### config.mk
export PLATFORM = sky130hd
export DESIGN_NAME = sound_ch1_square_flat
export DESIGN_NICKNAME = d
export VERILOG_FILES = /design/src/rtl/sound_pkg.sv /design/src/rtl/sound_ch1_square_if.sv /design/src/rtl/sound_envelope.sv /design/src/rtl/sound_ch1_square.sv /design/src/flat_wrapper.sv
export SDC_FILE = /design/constraint.sdc
export NUM_CORES = 1
export LEC_CHECK = 0
export CORE_ASPECT_RATIO = 2
export CORE_MARGIN = 2
export CORE_UTILIZATION = 35
export CTS_BUF_LIST = sky130_fd_sc_hd__clkbuf_16
export DETAILED_ROUTE_END_ITERATION = 7
export MAX_ROUTING_LAYER = met4
export PLACE_DENSITY = 0.65
export SLEW_MARGIN = 20
export SYNTH_ARGS = -nofsm -noshare
export SYNTH_HDL_FRONTEND = slang
export SYNTH_SLANG_ARGS = --single-unit
### constraint.sdc
create_clock -name clk_i -period 4.54 [get_ports clk_i]
set_input_delay 0.908 -clock clk_i [delete_from_list [all_inputs] [get_ports clk_i]]
set_output_delay 0.908 -clock clk_i [all_outputs]
set_load 0.05 [all_outputs]
### src/rtl/sound_pkg.sv
// Shared constants and helpers for the sound channels: widths, duty table,
// frame-sequencer rates and the sweep arithmetic.
package sound_pkg;

    localparam int unsigned FREQ_W = 11;
    localparam int unsigned LEN_W  = 7;
    localparam int unsigned VOL_W  = 4;

    localparam int unsigned TIMER_TICK_HZ = 1048576;
    localparam int unsigned LEN_TICK_HZ   = 256;
    localparam int unsigned SWEEP_TICK_HZ = 128;
    localparam int unsigned ENV_TICK_HZ   = 64;

    typedef enum logic [1:0] {
        Duty12 = 2'd0,
        Duty25 = 2'd1,
        Duty50 = 2'd2,
        Duty75 = 2'd3
    } duty_e;

    // Bit 7 of each pattern is step 0.
    localparam logic [3:0][7:0] DUTY_TABLE = {
        8'b0111_1110,
        8'b1000_0111,
        8'b1000_0001,
        8'b0000_0001
    };

    function automatic logic duty_bit(duty_e duty, logic [2:0] step);
        return DUTY_TABLE[duty][3'd7 - step];
    endfunction

    // 12-bit result so an add overflow shows up as a value above 2047.
    function automatic logic [FREQ_W:0] sweep_calc(logic [FREQ_W-1:0] freq,
                                                   logic [2:0]        shift,
                                                   logic              decrease);
        logic [FREQ_W:0] base;
        logic [FREQ_W:0] delta;
        base  = {1'b0, freq};
        delta = base >> shift;
        return decrease ? (base - delta) : (base + delta);
    endfunction

endpackage

### src/rtl/sound_ch1_square_if.sv
// Register-field and status bundle for the channel 1 square/sweep generator.
interface sound_ch1_square_if;

    logic                             timer_tick;
    logic                             len_tick;
    logic                             sweep_tick;
    logic                             env_tick;
    logic [2:0]                       sweep_time;
    logic                             sweep_decrease;
    logic [2:0]                       sweep_shift;
    logic [1:0]                       duty;
    logic [5:0]                       length_data;
    logic [sound_pkg::VOL_W-1:0]      init_volume;
    logic                             env_increase;
    logic [2:0]                       env_period;
    logic [sound_pkg::FREQ_W-1:0]     freq;
    logic                             length_enable;
    logic                             trigger;
    logic [sound_pkg::VOL_W-1:0]      sample;
    logic                             ch_on;
    logic [sound_pkg::FREQ_W-1:0]     freq_out;
    logic                             freq_wr;

    modport master (
        output timer_tick, len_tick, sweep_tick, env_tick,
        output sweep_time, sweep_decrease, sweep_shift,
        output duty, length_data,
        output init_volume, env_increase, env_period,
        output freq, length_enable, trigger,
        input  sample, ch_on, freq_out, freq_wr
    );

    modport slave (
        input  timer_tick, len_tick, sweep_tick, env_tick,
        input  sweep_time, sweep_decrease, sweep_shift,
        input  duty, length_data,
        input  init_volume, env_increase, env_period,
        input  freq, length_enable, trigger,
        output sample, ch_on, freq_out, freq_wr
    );

endinterface

### src/rtl/sound_envelope.sv
// Volume envelope shared by the square and noise channels: steps volume by one
// toward the selected direction every env_period envelope ticks.
module sound_envelope
    import sound_pkg::*;
(
    input  logic             clk_i,
    input  logic             rst_i,
    input  logic             trigger_i,
    input  logic             env_tick_i,
    input  logic [VOL_W-1:0] init_volume_i,
    input  logic             env_increase_i,
    input  logic [2:0]       env_period_i,
    output logic [VOL_W-1:0] volume_o
);

    logic [VOL_W-1:0] volume_q, volume_d;
    logic [2:0]       env_ctr_q, env_ctr_d;

    always_comb begin
        volume_d  = volume_q;
        env_ctr_d = env_ctr_q;
        if (trigger_i) begin
            volume_d  = init_volume_i;
            env_ctr_d = env_period_i;
        end else if (env_tick_i && (env_period_i != 3'd0)) begin
            // A counter of 0 (period raised after a frozen trigger) expires at once.
            if (env_ctr_q <= 3'd1) begin
                env_ctr_d = env_period_i;
                if (env_increase_i && (volume_q != {VOL_W{1'b1}})) begin
                    volume_d = volume_q + 1'b1;
                end else if (!env_increase_i && (volume_q != '0)) begin
                    volume_d = volume_q - 1'b1;
                end
            end else begin
                env_ctr_d = env_ctr_q - 3'd1;
            end
        end
    end

    always_ff @(posedge clk_i) begin
        if (rst_i) begin
            volume_q  <= '0;
            env_ctr_q <= '0;
        end else begin
            volume_q  <= volume_d;
            env_ctr_q <= env_ctr_d;
        end
    end

    assign volume_o = volume_q;

endmodule

### src/rtl/sound_ch1_square.sv
// Channel 1: square wave with frequency sweep, length counter and envelope.
// Trigger outranks every tick in the same cycle; reset outranks everything.
module sound_ch1_square
    import sound_pkg::*;
(
    input  logic                     clk_i,
    input  logic                     rst_i,
    sound_ch1_square_if.slave        bus
);

    logic [FREQ_W:0]   timer_q, timer_d;
    logic [2:0]        step_q, step_d;
    logic [LEN_W-1:0]  length_ctr_q, length_ctr_d;
    logic [2:0]        sweep_ctr_q, sweep_ctr_d;
    logic              sweep_en_q, sweep_en_d;
    logic [FREQ_W-1:0] shadow_freq_q, shadow_freq_d;
    logic [FREQ_W-1:0] freq_out_q, freq_out_d;
    logic              freq_wr_q, freq_wr_d;
    logic              ch_on_q, ch_on_d;
    logic [VOL_W-1:0]  sample_q, sample_d;
    logic [VOL_W-1:0]  volume;
    logic [FREQ_W:0]   trig_calc;
    logic [FREQ_W:0]   sweep_new;

    sound_envelope u_envelope (
        .clk_i          (clk_i),
        .rst_i          (rst_i),
        .trigger_i      (bus.trigger),
        .env_tick_i     (bus.env_tick),
        .init_volume_i  (bus.init_volume),
        .env_increase_i (bus.env_increase),
        .env_period_i   (bus.env_period),
        .volume_o       (volume)
    );

    assign trig_calc = sweep_calc(bus.freq, bus.sweep_shift, bus.sweep_decrease);
    assign sweep_new = sweep_calc(shadow_freq_q, bus.sweep_shift, bus.sweep_decrease);

    always_comb begin
        timer_d       = timer_q;
        step_d        = step_q;
        length_ctr_d  = length_ctr_q;
        sweep_ctr_d   = sweep_ctr_q;
        sweep_en_d    = sweep_en_q;
        shadow_freq_d = shadow_freq_q;
        freq_out_d    = freq_out_q;
        freq_wr_d     = 1'b0;
        ch_on_d       = ch_on_q;
        sample_d      = (ch_on_q && duty_bit(duty_e'(bus.duty), step_q)) ? volume : '0;

        if (bus.trigger) begin
            ch_on_d       = 1'b1;
            length_ctr_d  = 7'd64 - {1'b0, bus.length_data};
            timer_d       = 12'd2048 - {1'b0, bus.freq};
            step_d        = 3'd0;
            shadow_freq_d = bus.freq;
            sweep_ctr_d   = bus.sweep_time;
            sweep_en_d    = (bus.sweep_time != 3'd0) || (bus.sweep_shift != 3'd0);
            if ((bus.init_volume == '0) && !bus.env_increase) begin
                ch_on_d = 1'b0;
            end
            if ((bus.sweep_shift != 3'd0) && (trig_calc > 12'd2047)) begin
                ch_on_d = 1'b0;
            end
        end else begin
            if (bus.timer_tick) begin
                if (timer_q <= 12'd1) begin
                    timer_d = 12'd2048 - {1'b0, shadow_freq_q};
                    step_d  = step_q + 3'd1;
                end else begin
                    timer_d = timer_q - 12'd1;
                end
            end

            // With sweep idle the shadow tracks the register; the timer reload above
            // still sees this cycle's old shadow value.
            if (!sweep_en_q) begin
                shadow_freq_d = bus.freq;
            end

            if (bus.len_tick && bus.length_enable && (length_ctr_q != '0)) begin
                length_ctr_d = length_ctr_q - 7'd1;
                if (length_ctr_q == 7'd1) begin
                    ch_on_d = 1'b0;
                end
            end

            if (bus.sweep_tick && sweep_en_q && (bus.sweep_time != 3'd0)) begin
                if (sweep_ctr_q <= 3'd1) begin
                    sweep_ctr_d = bus.sweep_time;
                    if (sweep_new > 12'd2047) begin
                        ch_on_d = 1'b0;
                    end else if (bus.sweep_shift != 3'd0) begin
                        shadow_freq_d = sweep_new[FREQ_W-1:0];
                        freq_out_d    = sweep_new[FREQ_W-1:0];
                        freq_wr_d     = 1'b1;
                    end
                end else begin
                    sweep_ctr_d = sweep_ctr_q - 3'd1;
                end
            end
        end
    end

    always_ff @(posedge clk_i) begin
        if (rst_i) begin
            timer_q       <= '0;
            step_q        <= '0;
            length_ctr_q  <= '0;
            sweep_ctr_q   <= '0;
            sweep_en_q    <= 1'b0;
            shadow_freq_q <= '0;
            freq_out_q    <= '0;
            freq_wr_q     <= 1'b0;
            ch_on_q       <= 1'b0;
            sample_q      <= '0;
        end else begin
            timer_q       <= timer_d;
            step_q        <= step_d;
            length_ctr_q  <= length_ctr_d;
            sweep_ctr_q   <= sweep_ctr_d;
            sweep_en_q    <= sweep_en_d;
            shadow_freq_q <= shadow_freq_d;
            freq_out_q    <= freq_out_d;
            freq_wr_q     <= freq_wr_d;
            ch_on_q       <= ch_on_d;
            sample_q      <= sample_d;
        end
    end

    assign bus.sample   = sample_q;
    assign bus.ch_on    = ch_on_q;
    assign bus.freq_out = freq_out_q;
    assign bus.freq_wr  = freq_wr_q;

endmodule

### src/flat_wrapper.sv
// flat-port wrapper written by rule: the top's interface ports become plain ports
module sound_ch1_square_flat import sound_pkg::*;
  (clk_i, rst_i, bus_timer_tick, bus_len_tick, bus_sweep_tick, bus_env_tick, bus_sweep_time, bus_sweep_decrease, bus_sweep_shift, bus_duty, bus_length_data, bus_init_volume, bus_env_increase, bus_env_period, bus_freq, bus_length_enable, bus_trigger, bus_sample, bus_ch_on, bus_freq_out, bus_freq_wr);
  sound_ch1_square_if bus_i ();
  input  logic clk_i;
  input  logic rst_i;
  input wire logic [$bits(bus_i.timer_tick)-1:0] bus_timer_tick;
  input wire logic [$bits(bus_i.len_tick)-1:0] bus_len_tick;
  input wire logic [$bits(bus_i.sweep_tick)-1:0] bus_sweep_tick;
  input wire logic [$bits(bus_i.env_tick)-1:0] bus_env_tick;
  input wire logic [$bits(bus_i.sweep_time)-1:0] bus_sweep_time;
  input wire logic [$bits(bus_i.sweep_decrease)-1:0] bus_sweep_decrease;
  input wire logic [$bits(bus_i.sweep_shift)-1:0] bus_sweep_shift;
  input wire logic [$bits(bus_i.duty)-1:0] bus_duty;
  input wire logic [$bits(bus_i.length_data)-1:0] bus_length_data;
  input wire logic [$bits(bus_i.init_volume)-1:0] bus_init_volume;
  input wire logic [$bits(bus_i.env_increase)-1:0] bus_env_increase;
  input wire logic [$bits(bus_i.env_period)-1:0] bus_env_period;
  input wire logic [$bits(bus_i.freq)-1:0] bus_freq;
  input wire logic [$bits(bus_i.length_enable)-1:0] bus_length_enable;
  input wire logic [$bits(bus_i.trigger)-1:0] bus_trigger;
  output wire logic [$bits(bus_i.sample)-1:0] bus_sample;
  output wire logic [$bits(bus_i.ch_on)-1:0] bus_ch_on;
  output wire logic [$bits(bus_i.freq_out)-1:0] bus_freq_out;
  output wire logic [$bits(bus_i.freq_wr)-1:0] bus_freq_wr;
  assign bus_i.timer_tick = bus_timer_tick;
  assign bus_i.len_tick = bus_len_tick;
  assign bus_i.sweep_tick = bus_sweep_tick;
  assign bus_i.env_tick = bus_env_tick;
  assign bus_i.sweep_time = bus_sweep_time;
  assign bus_i.sweep_decrease = bus_sweep_decrease;
  assign bus_i.sweep_shift = bus_sweep_shift;
  assign bus_i.duty = bus_duty;
  assign bus_i.length_data = bus_length_data;
  assign bus_i.init_volume = bus_init_volume;
  assign bus_i.env_increase = bus_env_increase;
  assign bus_i.env_period = bus_env_period;
  assign bus_i.freq = bus_freq;
  assign bus_i.length_enable = bus_length_enable;
  assign bus_i.trigger = bus_trigger;
  assign bus_sample = bus_i.sample;
  assign bus_ch_on = bus_i.ch_on;
  assign bus_freq_out = bus_i.freq_out;
  assign bus_freq_wr = bus_i.freq_wr;
  sound_ch1_square u_core (.clk_i(clk_i), .rst_i(rst_i), .bus(bus_i));
endmodule
---- After elaboration in Yosys (flattened, before gate mapping) ----
Index checks and enable logic that the tools add are counted.
word-level totals
  logic and storage cells ................. 110
  register bits after elaboration ......... 61
  bits of input ports ..................... 42
operators by class
  $lt $le $gt $ge ......................... 7
  $add $sub $neg .......................... 15
  reductions and logical operators ........ 30
  eq/ne operators ......................... 2
  bitwise gates (word level) .............. 5
  muxes and demuxes ....................... 37
  shift-type cells ........................ 2
operators with widths
  operator                  count
  $mux W11                  6
  $mux W12                  5
  $add A11 B12 Y12          2
  $gt A12 B11 Y1 const B    2
  $shr A11 B3 Y12           2
  $sub A11 B12 Y12          2
  $sub A12 B11 Y12 const A  2
  $mux W4                   5
  $mux W3                   6
  $bmux W8 S2               1
  $mux W7                   2
  $le A12 B1 Y1 const B     1
  $reduce_bool A3 Y1        4
  $sub A12 B1 Y12 const B   1
  $logic_and A1 B1 Y1       10
  $mux W1                   10
  $reduce_bool A2 Y1        5
  $mux W8                   1
  $eq A7 B1 Y1 const B      1
  $reduce_bool A7 Y1        1
  $sub A7 B1 Y7 const B     1
  $sub A7 B6 Y7 const A     1
  $le A3 B1 Y1 const B      2
  $sub A3 B1 Y3 const B     2
  18 further kinds          23

---- Logic depth before layout (Yosys ltp) ----
Gate-level depths: netlist of the first run.
  depth after elaboration ................. 8
  depth in mapped cells ................... 21
  depth with buffers taken out ............ 19

---- Cells and area by module ----
A second synthesis of the first run with hierarchy kept.
unflattened totals
  cells, all modules ...................... 775
  area, all modules ....................... 6007.0 sq um
by module, submodules not included
  module            instances  area each (sq um)  sequential area each (sq um)  cells each
  sound_ch1_square  1          5445.2             1081.0                        712
  sound_envelope    1          561.8              140.1                         63

---- Least setup slack after synthesis of the first run ----
No wires, ideal clock.
  path kind ............................... input-to-reg
  start point ............................. input bus_sweep_shift[2]
  end point ............................... register u_core.freq_out_q[8], in the netlist u_core.bus.freq_out[8]
  path slack .............................. 12 ps
  arrival time ............................ 4454 ps
  stages .................................. 20
  path through ............................ buf_2 > buf_2 > clkbuf_1 > nand2_1 > and2_1 > ha_1 > nand3_1 > nor2_1 > and2_1 > a21oi_1 > xnor2_1 > ha_1 > a21o_1 > a21o_1 > a21oi_1 > o21ai_1 > nor3_1 > mux2i_4 > or4_1 > o21ai_0
between the ends
  longest elaborated chain between the ends .. 6
  elaborated cells between the ends (all ways) .. 8
ends and longest elaborated chain
  item                                                  RTL line                 source
  from (decl)                                           flat_wrapper.sv:13       input wire logic [$bits(bus_i.sweep_shift)-1:0] bus_sweep_shift;
  $shr A11 B3 Y12                                       sound_pkg.sv:40          delta = base >> shift;
  $add A11 B12 Y12 or $sub A11 B12 Y12 (tied branches)  sound_pkg.sv:41          return decrease ? (base - delta) : (base + delta);
  $mux W12                                              sound_pkg.sv:41
  $gt A12 B11 Y1                                        sound_ch1_square.sv:91   if (sweep_new > 12'd2047) begin
  $not A1 Y1 (no source line)                           n/a
  $reduce_and A5 Y1 (no source line)                    n/a
  to (signal assigned)                                  sound_ch1_square.sv:124  freq_out_q <= freq_out_d;
  to (decl)                                             sound_ch1_square.sv:17   logic [FREQ_W-1:0] freq_out_q, freq_out_d;
Parallel ways exist; a longest one is shown, timed or not.
A chain may end at the register's enable or synchronous reset.

---- Worst setup path after layout of the first run ----
  start point ............................. input bus_freq[0]
  end point ............................... register u_core.ch_on_q, in the netlist u_core.bus.ch_on
between the ends
  longest elaborated chain between the ends .. 7
  elaborated cells between the ends (all ways) .. 8
ends and longest elaborated chain
  item                                                  RTL line                 source
  from (decl)                                           flat_wrapper.sv:19       input wire logic [$bits(bus_i.freq)-1:0] bus_freq;
  $shr A11 B3 Y12                                       sound_pkg.sv:40
  $add A11 B12 Y12 or $sub A11 B12 Y12 (tied branches)  sound_pkg.sv:41
  $mux W12 *                                            sound_pkg.sv:41
  $gt A12 B11 Y1 *                                      sound_ch1_square.sv:62   if ((bus.sweep_shift != 3'd0) && (trig_calc > 12'd2047)) begin
  $logic_and A1 B1 Y1 *                                 sound_ch1_square.sv:62
  $mux W1 *                                             sound_ch1_square.sv:62
  $mux W1 *                                             sound_ch1_square.sv:51   if (bus.trigger) begin
  to (signal assigned)                                  sound_ch1_square.sv:126  ch_on_q <= ch_on_d;
  to (decl)                                             sound_ch1_square.sv:19   logic ch_on_q, ch_on_d;
Mark *: on every way between the ends. The rest lies on a longest branch, timed or not.

==> impl_metrics.env, run 1 <==
export IMPL_synth_simple_gate_area_share_pct=20.67
export IMPL_synth_common_cells="nor2_1 (81), a21oi_1 (62), dfxtp_1 (61)"
export IMPL_syn_inst=722
export IMPL_clockPowerShare_pct=29.8
export IMPL_yosysTopAreaCellShare_pct=21.23
export IMPL_synth_top_family_by_area="compound AO/OA/AOI/OAI gates"
export IMPL_htree_levels=3
export IMPL_worstMarginPinSlew_ps=881.8
export IMPL_grtUsageTotal_pct=21.61
export IMPL_synth_top_area_cell="dfxtp_1"
export IMPL_syn_num_nets=806
export IMPL_setup_viol=0
export IMPL_utilization_pct=47.00
export IMPL_ant_nets=0
export IMPL_holdBufCountCts=0
export IMPL_end_kind="register"
export IMPL_maxClockFrequency_ghz=0.2311
export IMPL_numPortBuffers=58
export IMPL_power_density_nw_per_um2=290.7
export IMPL_arrival_ps=4570
export IMPL_comb_power_share_pct=42.2
export IMPL_worstSetupStartpoint="bus_freq[0]"
export IMPL_synth_fa_ha_area_share_pct=9.397
export IMPL_n_fill_cell=1653
export IMPL_ys_warn_count=0
export IMPL_fp_dieW_microns=94.65
export IMPL_die_h_microns=185.3
export IMPL_cp_max_fo=4
export IMPL_outcome="complete, no violations"
export IMPL_period_share_pct=95.32
export IMPL_power_leakage_nw=3.243
export IMPL_min_period_ps=4328
export IMPL_skew_ps=10.53
export IMPL_drive_gt1_share_pct=21.26
export IMPL_p_sw_share_pct=34.89
export IMPL_synth_compound_area_share_pct=24.39
export IMPL_pin_count=59
export IMPL_first_iter_violations=306
export IMPL_viasPerCell=5.467
export IMPL_drt_pass1_iter_count=5
export IMPL_rows=66
export IMPL_worst_hold_startpoint="u_core.length_ctr_q[4]"
export IMPL_ys_ff_latch=61
export IMPL_clockRootBuffer="clkbuf_16"
export IMPL_initial_core_util_pct=35.54
export IMPL_clk_latency_ps=330
export IMPL_die_area_sq_um=17540
export IMPL_critPathSlowestCell="clkdlybuf4s50_1"
export IMPL_tritoncts="yes"
export IMPL_hold_viol=0
export IMPL_synth_most_common_cell="nor2_1"
export IMPL_async_reset_ff_share_pct=0
export IMPL_synth_area_leaders="dfxtp_1 (21%), ha_1 (8.7%), a21oi_1 (5.4%)"
export IMPL_grt_pass1_vias=5830
export IMPL_drv_cap=0
export IMPL_antennaDiodeCount=0
export IMPL_gp_congestion=0.9051
export IMPL_peakVddDrop_v=0.0001787
export IMPL_drc=0
export IMPL_yosysSeqAreaShare_pct=21.23
export IMPL_vias=5872
export IMPL_yosys_area_share_xor_xnor_pct=8.375
export IMPL_cts_made_buffers=9
export IMPL_max_slew_margin_rel_pct=41.03
export IMPL_antenna_found_initial=0
export IMPL_slew_viol_final=0
export IMPL_worst_endpoint_required_ps=4780
export IMPL_power_share_sequential_pct=28.0
export IMPL_slowest_delay_ps=530
export IMPL_core_sq_um=16190
export IMPL_place_inst=1057
export IMPL_layout_setup_ws_ps=212.4
export IMPL_cp_cell_sequence="clkdlybuf4s50_1, mux2i_1, mux4_2, ha_1, and2_1, and2b_2, nor2_1, a21oi_1, o32a_1, ha_1, a21o_1, a21oi_1, nor2b_1, a2111oi_2, buf_4, xnor2_1, nor2_1, o41ai_2"
export IMPL_synth_edf_count=0
export IMPL_syn2layout_area_growth_pct=32.26
export IMPL_syn_cell_area_sq_um=5752
export IMPL_grt_max_degree=68
export IMPL_cts_num_sinks=61
export IMPL_ys_flop_type="dfxtp_1"
export IMPL_routed_wl_mm=18.07
export IMPL_crit_type="primary input to register"
export IMPL_synth_area_per_cell_sq_um=7.966
export IMPL_detailed_place_hpwl_mm=14.24
export IMPL_grt_pass1_wl_mm=28.46
export IMPL_cts_reportedPaths_clkPinSlew_ps=50
export IMPL_synth_area_mux_share_pct=10.03
export IMPL_synth_distinct_cells=79
export IMPL_nNetsFinal=950
export IMPL_stdcell_count=1074
export IMPL_dp_slack_ps=-672.4
export IMPL_clockBufferDepth=2
export IMPL_cellInternalPower_mw=1.440
export IMPL_regToRegStartpoint="u_core.shadow_freq_q[4]"
export IMPL_power_mw=2.211
export IMPL_wl_per_cell_microns=16.83
export IMPL_switchingPower_mw=0.7714
export IMPL_hp_class="register to register"
export IMPL_start_kind="primary input"
export IMPL_globalRoute_totalOverflow=0
layout make-up:
type	count	area [sq um]	area share, %
multi-input combinational	587	4235	55.67
timing repair buffer	172	1484	19.51
sequential	61	1221	16.05
tap	204	255.2	3.355
clock buffer	9	225.2	2.961
inverter	35	131.4	1.727
clock inverter	6	55.05	0.7237
cells by family after synthesis:
group / count (synthesis)
and+or+nand+nor: 237
DFF: 61
xor gates and xnor gates: 55
buffers and inverters: 74
adders and majority gates: 42
muxes: 42
AOI/OAI and AO/OA: 211
power by group through the flow:
stage / combinational, mW / clock (mW) / sequential, mW
after global routing: 1.02 / 0.695 / 0.622
after CTS: 0.930 / 0.668 / 0.617
final: 0.933 / 0.659 / 0.619
after floorplan: 0.542 / 0 / 0.626
after global placement: 0.911 / 0 / 0.628
after detailed placement: 0.919 / 0 / 0.628
sequential cells by signal (all words and copies together), names as in the netlist, 4 cells and up:
| register | cells |
|---|---|
| u_core.bus.sample | 4 |
| u_core.u_envelope.volume_o | 4 |
| u_core.timer_q | 12 |
| u_core.bus.freq_out | 11 |
| u_core.shadow_freq_q | 11 |
| u_core.length_ctr_q | 7 |
worst max-delay path, delay by kind of cell:
family | cells | cell delay [ps]
AND/OR/NAND/NOR | 5 | 610
multiplexers | 2 | 590
XOR/XNOR | 1 | 100
AO/OA/AOI/OAI | 6 | 1150
adder cells (fa/ha/maj) | 2 | 500
buffers and inverters | 2 | 700
through the flow:
| step | hold slack, ps | setup TNS, ps | area (sq um) |
|---|---|---|---|
| after floorplan | 448.2 | 0 | 5752 |
| after global placement | 458.2 | -11710 | 7222 |
| after detailed placement | 461.5 | -13540 | 7222 |
| after CTS | 468.3 | 0 | 7556 |
| after global routing | 511.9 | -3.469 | 7607 |
| final | 467.9 | 0 | 7607 |
cell usage in the layout (no fill, tap or decap), types with 9 or more instances in the layout:
master           count
buf_4              110
clkbuf_16            9
nor2b_1             11
o21ai_0             45
dlymetal6s2s_1      11
mux2i_1             20
nor2_1              80
a31oi_1             11
nand3_1             12
nand2_1             45
a21o_1               9
a211oi_1            22
and2_1              11
xor2_1              30
ha_1                40
dfxtp_1             61
nor3_1              21
inv_1               33
xnor2_1             25
a21oi_1             62
clkdlybuf4s50_1     44
what timing repair did:
item | in CTS | in global routing
gates resized for setup | 12 | 22
setup buffers | 2 | 0
pin swaps | 1 | 1
hold endpoints to repair | 0 | 0
cloned | 0 | 0
endpoints found under the setup margin | 23 | 24
path summary, 6_finish.rpt:
path / end / slack [ps] / cells past startpoint
max reg2reg: u_core.bus.freq_out[8] / 530 / 19
max: u_core.bus.ch_on / 210 / 18
min reg2reg: u_core.length_ctr_q[4] / 470 / 2
min: u_core.length_ctr_q[4] / 470 / 2
per-layer routing:
metal / part of all wire, % / routed length [microns] / vias up / global-route usage (%)
li1: - / - / 2922 / -
met1: 36 / 6510 / 2765 / 20.52
met2: 56 / 10110 / 134 / 40.40
met3: 2.6 / 473 / 51 / 1.993
met4: 5.4 / 977 / 0 / 13.68
met5: 0 / 0 / - / -
(Power assumes the default switching activity.)
==> run 2: changes to the inputs <==
--- a/config.mk
+++ b/config.mk
@@ -9,7 +9,9 @@
 export CORE_MARGIN = 2
 export CORE_UTILIZATION = 35
 export CTS_BUF_LIST = sky130_fd_sc_hd__clkbuf_16
+export CTS_CLUSTER_SIZE = 16
 export DETAILED_ROUTE_END_ITERATION = 7
+export GPL_ROUTABILITY_DRIVEN = 0
 export MAX_ROUTING_LAYER = met4
 export PLACE_DENSITY = 0.65
 export SLEW_MARGIN = 20
==> run 2 against run 1 <==
Effect of this change:
- sequential power is essentially flat
- largest cell class unchanged
- cell count grew 0.47%
- critical path depth grew 4
- fmax grew 0.63%
- via count grew 0.17%
- highest routed layer unchanged
==> impl_metrics.env, run 2 (synthesized netlist as in run 1, its figures left out) <==
export IMPL_first_iter_violations=302
export IMPL_initial_core_util_pct=35.54
export IMPL_drv_cap=0
export IMPL_worst_endpoint_required_ps=4810
export IMPL_pin_count=59
export IMPL_grt_pass1_vias=5826
export IMPL_ant_nets=0
export IMPL_antennaDiodeCount=0
export IMPL_antenna_found_initial=0
export IMPL_wl_per_cell_microns=16.45
export IMPL_core_sq_um=16190
export IMPL_period_share_pct=94.73
export IMPL_clk_latency_ps=330
export IMPL_holdBufCountCts=0
export IMPL_setup_viol=0
export IMPL_ff2ff_setup_slack_ps=570
export IMPL_worst_hold_startpoint="u_core.length_ctr_q[4]"
export IMPL_top_register="u_core.timer_q"
export IMPL_vias=5882
export IMPL_routed_wl_mm=17.75
export IMPL_drive_gt1_share_pct=22.40
export IMPL_slew_viol_final=0
export IMPL_place_inst=1058
export IMPL_nNetsFinal=954
export IMPL_maxClockFrequency_ghz=0.2325
export IMPL_final_cell_mix="buf_4 (115), nor2_1 (80), a21oi_1 (62)"
export IMPL_cts_made_buffers=9
export IMPL_reg2reg_depth=21
export IMPL_cp_max_fo=6
export IMPL_regToRegStartpoint="u_core.shadow_freq_q[1]"
export IMPL_holdWs_ps=471.1
export IMPL_cts_num_sinks=61
export IMPL_die_area_sq_um=17540
export IMPL_hold_viol=0
export IMPL_start_kind="primary input"
export IMPL_rows=66
export IMPL_tritoncts="yes"
export IMPL_final_common_cell="buf_4"
export IMPL_hold_end="u_core.length_ctr_q[4]"
export IMPL_clockBufferDepth=2
export IMPL_fp_dieW_microns=94.65
export IMPL_grt_pass1_wl_mm=28.07
export IMPL_syn2layout_area_growth_pct=33.43
export IMPL_hp_class="register to register"
export IMPL_outcome="complete, no violations"
export IMPL_crit_type="primary input to register"
export IMPL_viasPerCell=5.451
export IMPL_power_density_nw_per_um2=297.2
export IMPL_numPortBuffers=58
export IMPL_drc=0
export IMPL_detailed_place_hpwl_mm=14.00
export IMPL_clockRootBuffer="clkbuf_16"
export IMPL_cts_reportedPaths_clkPinSlew_ps=50
export IMPL_peakVddDrop_v=0.0001767
export IMPL_fin_tns_setup_ps=0
export IMPL_worstSetupStartpoint="bus_sweep_shift[1]"
export IMPL_design_area_sq_um=7675
export IMPL_max_slew_margin_rel_pct=41.99
export IMPL_layout_setup_ws_ps=239.4
export IMPL_end_kind="register"
export IMPL_worstMarginPinSlew_ps=867.4
export IMPL_skew_ps=9.000
export IMPL_htree_levels=3
export IMPL_largest_reg_flops=12
export IMPL_stdcell_count=1079
export IMPL_dp_slack_ps=-705.8
export IMPL_drt_pass1_iter_count=5
export IMPL_arrival_ps=4570
export IMPL_globalRoute_totalOverflow=0
export IMPL_grtUsageTotal_pct=21.09
export IMPL_die_h_microns=185.3
export IMPL_reg2reg_to="u_core.bus.freq_out[5]"
export IMPL_power_leakage_nw=3.257
export IMPL_post_dp_cell_area_sq_um=7229
export IMPL_hold_depth=2
export IMPL_grt_max_degree=67
export IMPL_min_period_ps=4301
[run 2: cell count changes in the layout (fill, tap and decap cells not counted), sizes merged]
cell	before	now
buf	116	120
bufinv	1	2
clkbuf	10	11
clkdlybuf4s50	44	42
dlygate4sd2	0	4
dlymetal6s2s	11	8
[run 2: how the worst max path moves through the flow]
stage | slack [ps] | endpoint | cells after the start
3_5_place_dp | -710 | u_core.bus.ch_on | 18
3_3_place_gp | -620 | u_core.bus.ch_on | 18
5_1_grt | -4 | u_core.bus.freq_out[5] | 22
6_report | 240 | u_core.bus.freq_out[5] | 22
4_1_cts | 7 | u_core.bus.freq_out[5] | 22
2_1_floorplan | 10 | u_core.bus.freq_out[8] | 20
[run 2: cell type report]
| cell class | count | area (sq um) |
|---|---|---|
| Clock buffer | 9 | 225.2 |
| Clock inverter | 7 | 90.09 |
| Fill cell | 1637 | 8511 |
| Inverter | 35 | 133.9 |
| Multi-Input combinational cell | 587 | 4254 |
| Sequential cell | 61 | 1221 |
| Tap cell | 204 | 255.2 |
| Timing Repair Buffer | 176 | 1495 |
[run 2: stage by stage]
step,util [%],power (mW)
after CTS,46.76,2.284
after global routing,47.42,2.416
after global placement,44.67,1.533
after detailed placement,44.67,1.542
after floorplan,-,1.168
final,47.42,2.281
[run 2: timing repair]
action / in CTS / in global routing
endpoints found under the hold margin: 0 / 0
cloned: 0 / 1
pin swaps: 0 / 3
resized for setup: 14 / 23
setup buffers: 1 / 3
setup endpoints to repair: 23 / 24
[run 2: report_power, final]
part           internal, mW  switching (mW)
sequential            0.572          0.0456
clock                 0.477           0.254
combinational         0.454           0.478
total                  1.50           0.778
[run 2: per-layer routing]
layer	wire (microns)	global-route usage, %
met1	6506	19.94
met2	9935	39.57
met3	387	1.912
met4	922	13.28
met5	0	-
[run 2: worst max-delay path, stage by stage]
cell and delay (ps):
buf_2 160, mux2_2 360, mux2_2 280, nand2_1 70
and2_1 140, ha_1 160, nand3_1 80, nor2_2 130
and2_1 160, a21oi_1 80, xnor2_1 130, ha_1 290
a21o_1 190, a21o_1 170, a21oi_1 170, o21ai_2 100
nor3_1 180, buf_4 150, mux2i_4 90, buf_4 180
nor4_1 260, a31o_2 150
==> run 3: changes to the inputs <==
==> constraint.sdc (replaced) <==
create_clock -name clk_i -period 3.7 [get_ports clk_i]
set_input_delay 0.74 -clock clk_i [delete_from_list [all_inputs] [get_ports clk_i]]
set_output_delay 0.74 -clock clk_i [all_outputs]
set_load 0.005 [all_outputs]
==> run 3 against run 2 <==
Effect of this change:
- the run now ends with negative setup slack left
- sequential share of layout area decreased by 1.3 points
- critical path depth down 3
- clock power up 20%
- wire length up 11%
- clock skew about the same
- flip-flop and latch count is the same
- first-iteration DRC count is 43% higher
- via count up 7.1%
- largest cell class unchanged
==> impl_metrics.env, run 3 (synthesized netlist as in run 1, its figures left out) <==
export IMPL_min_period_ps=4273
export IMPL_start_kind="primary input"
export IMPL_max_slew_margin_rel_pct=40.48
export IMPL_cts_num_sinks=61
export IMPL_fp_dieW_microns=94.65
export IMPL_initial_core_util_pct=35.54
export IMPL_clockBufferDepth=2
export IMPL_ant_nets=0
export IMPL_power_density_nw_per_um2=353.3
export IMPL_syn2layout_area_growth_pct=44.92
export IMPL_routed_wl_mm=19.68
export IMPL_critPathSlowestCell="or4_4"
export IMPL_rows=66
export IMPL_largest_reg_flops=12
export IMPL_hp_class="register to register"
export IMPL_worst_endpoint_required_ps=3930
export IMPL_viasPerCell=5.677
export IMPL_grt_setup_unrepaired="true"
export IMPL_grt_pass1_vias=6093
export IMPL_final_cell_mix="buf_4 (131), nor2_1 (80), dfxtp_1 (61)"
export IMPL_drive_gt1_share_pct=30.57
export IMPL_power_mw=2.945
export IMPL_drv_cap=0
export IMPL_detailed_place_hpwl_mm=14.54
export IMPL_design_area_sq_um=8335
export IMPL_cp_cell_sequence="buf_8, buf_6, buf_6, buf_4, mux2_4, o22a_1, o22ai_1, and2_4, a31oi_4, xnor2_2, ha_2, or4_4, o21ai_4, o21ai_4, nor3_4, mux2i_4, buf_6, and2_4, a221oi_2"
export IMPL_antenna_found_initial=0
export IMPL_failed_checks="negative setup slack"
export IMPL_crit_family="simple AND/OR/NAND/NOR gates"
export IMPL_tritoncts="yes"
export IMPL_setup_viol=24
export IMPL_die_area_sq_um=17540
export IMPL_dp_slack_ps=-1145
export IMPL_cp_common_cell="buf_6"
export IMPL_grt_busiest_layer="met2"
export IMPL_period_share_pct=115.5
export IMPL_clk_latency_ps=330
export IMPL_numPortBuffers=58
export IMPL_cp_max_fo=8
export IMPL_die_h_microns=185.3
export IMPL_n_fill_cell=1553
export IMPL_slew_viol_final=0
export IMPL_cts_reportedPaths_clkPinSlew_ps=50
export IMPL_drc=0
export IMPL_use_met2_pct=42.13
export IMPL_peakVddDrop_v=0.0003669
export IMPL_top_register="u_core.timer_q"
export IMPL_hold_viol=0
export IMPL_antennaDiodeCount=0
export IMPL_pin_count=59
export IMPL_end_kind="register"
export IMPL_grt_pass1_wl_mm=30.15
export IMPL_first_iter_violations=432
export IMPL_nNetsFinal=985
export IMPL_layout_setup_ws_ps=-572.7
export IMPL_critPathBufInv=5
export IMPL_outcome="complete, but fails checks"
export IMPL_worstMarginPinSlew_ps=890.0
export IMPL_fin_tns_setup_ps=-11260
export IMPL_grtUsageTotal_pct=22.70
export IMPL_globalRoute_totalOverflow=0
export IMPL_skew_ps=8.745
export IMPL_maxClockFrequency_ghz=0.2340
export IMPL_holdWs_ps=469.3
export IMPL_arrival_ps=4500
export IMPL_cts_made_buffers=9
export IMPL_clockRootBuffer="clkbuf_16"
export IMPL_vias=6302
export IMPL_htree_levels=3
export IMPL_final_common_cell="buf_4"
export IMPL_post_dp_cell_area_sq_um=7397
export IMPL_grt_max_degree=68
export IMPL_slowest_delay_ps=540
export IMPL_met1_usage_pct=21.91
export IMPL_crit_type="primary input to register"
export IMPL_power_leakage_nw=3.469
export IMPL_wl_per_cell_microns=17.73
export IMPL_grt_use_met3_pct=2.156
export IMPL_core_sq_um=16190
export IMPL_drt_pass1_iter_count=5
## run 3: worst paths after layout
| kind | start | endpoint | slack (ps) | cells past startpoint |
|---|---|---|---|---|
| min | u_core.bus.freq_out[10] | u_core.bus.freq_out[10] | 470 | 2 |
| max | bus_sweep_shift[1] | u_core.shadow_freq_q[8] | -570 | 19 |
| max reg2reg | u_core.shadow_freq_q[6] | u_core.shadow_freq_q[8] | -220 | 19 |
| min reg2reg | u_core.bus.freq_out[10] | u_core.bus.freq_out[10] | 470 | 2 |
## run 3: cell type report
cell class,instances,area (sq um),share of cell area [%]
timing repair buffer,206,1778,21.33
tap,204,255.2,3.062
inverter,35,131.4,1.576
multi-input combinational,588,4643,55.70
sequential,61,1221,14.65
clock buffer,9,225.2,2.702
clock inverter,7,81.33,0.9757
## run 3: worst reg2reg max path, delay by kind of cell, from the launching register on
family                     cells  cell delay (ps)
AOI/OAI and AO/OA              7             1240
xor gates and xnor gates       1              130
adders and majority gates      2              450
buffers and inverters          1              150
DFF                            1              360
muxes                          2              620
and+or+nand+nor                6              880
## run 3: report_power, final
| group | internal [mW] | switching [mW] | leakage, nW |
|---|---|---|---|
| Clock | 0.580 | 0.300 | 0.155 |
| Combinational | 0.637 | 0.679 | 2.81 |
| Sequential | 0.702 | 0.0471 | 0.501 |
| Total | 1.92 | 1.03 | 3.47 |
## run 3: timing repair
| item | CTS | global route |
|---|---|---|
| setup buffers | 17 | 14 |
| pin swaps | 25 | 41 |
| gates cloned | 2 | 1 |
| resized for setup | 51 | 52 |
| hold buffers | 0 | 0 |
| endpoints found under the setup margin | 24 | 24 |
## run 3: metrics by stage
step	std cells	util, %
floorplan	722	-
global placement	1062	45.70
detailed placement	1062	45.70
CTS	1097	49.51
global route	1110	51.50
finish	1110	51.50
## run 3: routing by layer
| layer | wire [microns] | part of all wire, % |
|---|---|---|
| met5 | 0 | 0 |
| met2 | 10700 | 54 |
| met3 | 626 | 3.2 |
| met1 | 6936 | 35 |
| met4 | 1411 | 7.2 |
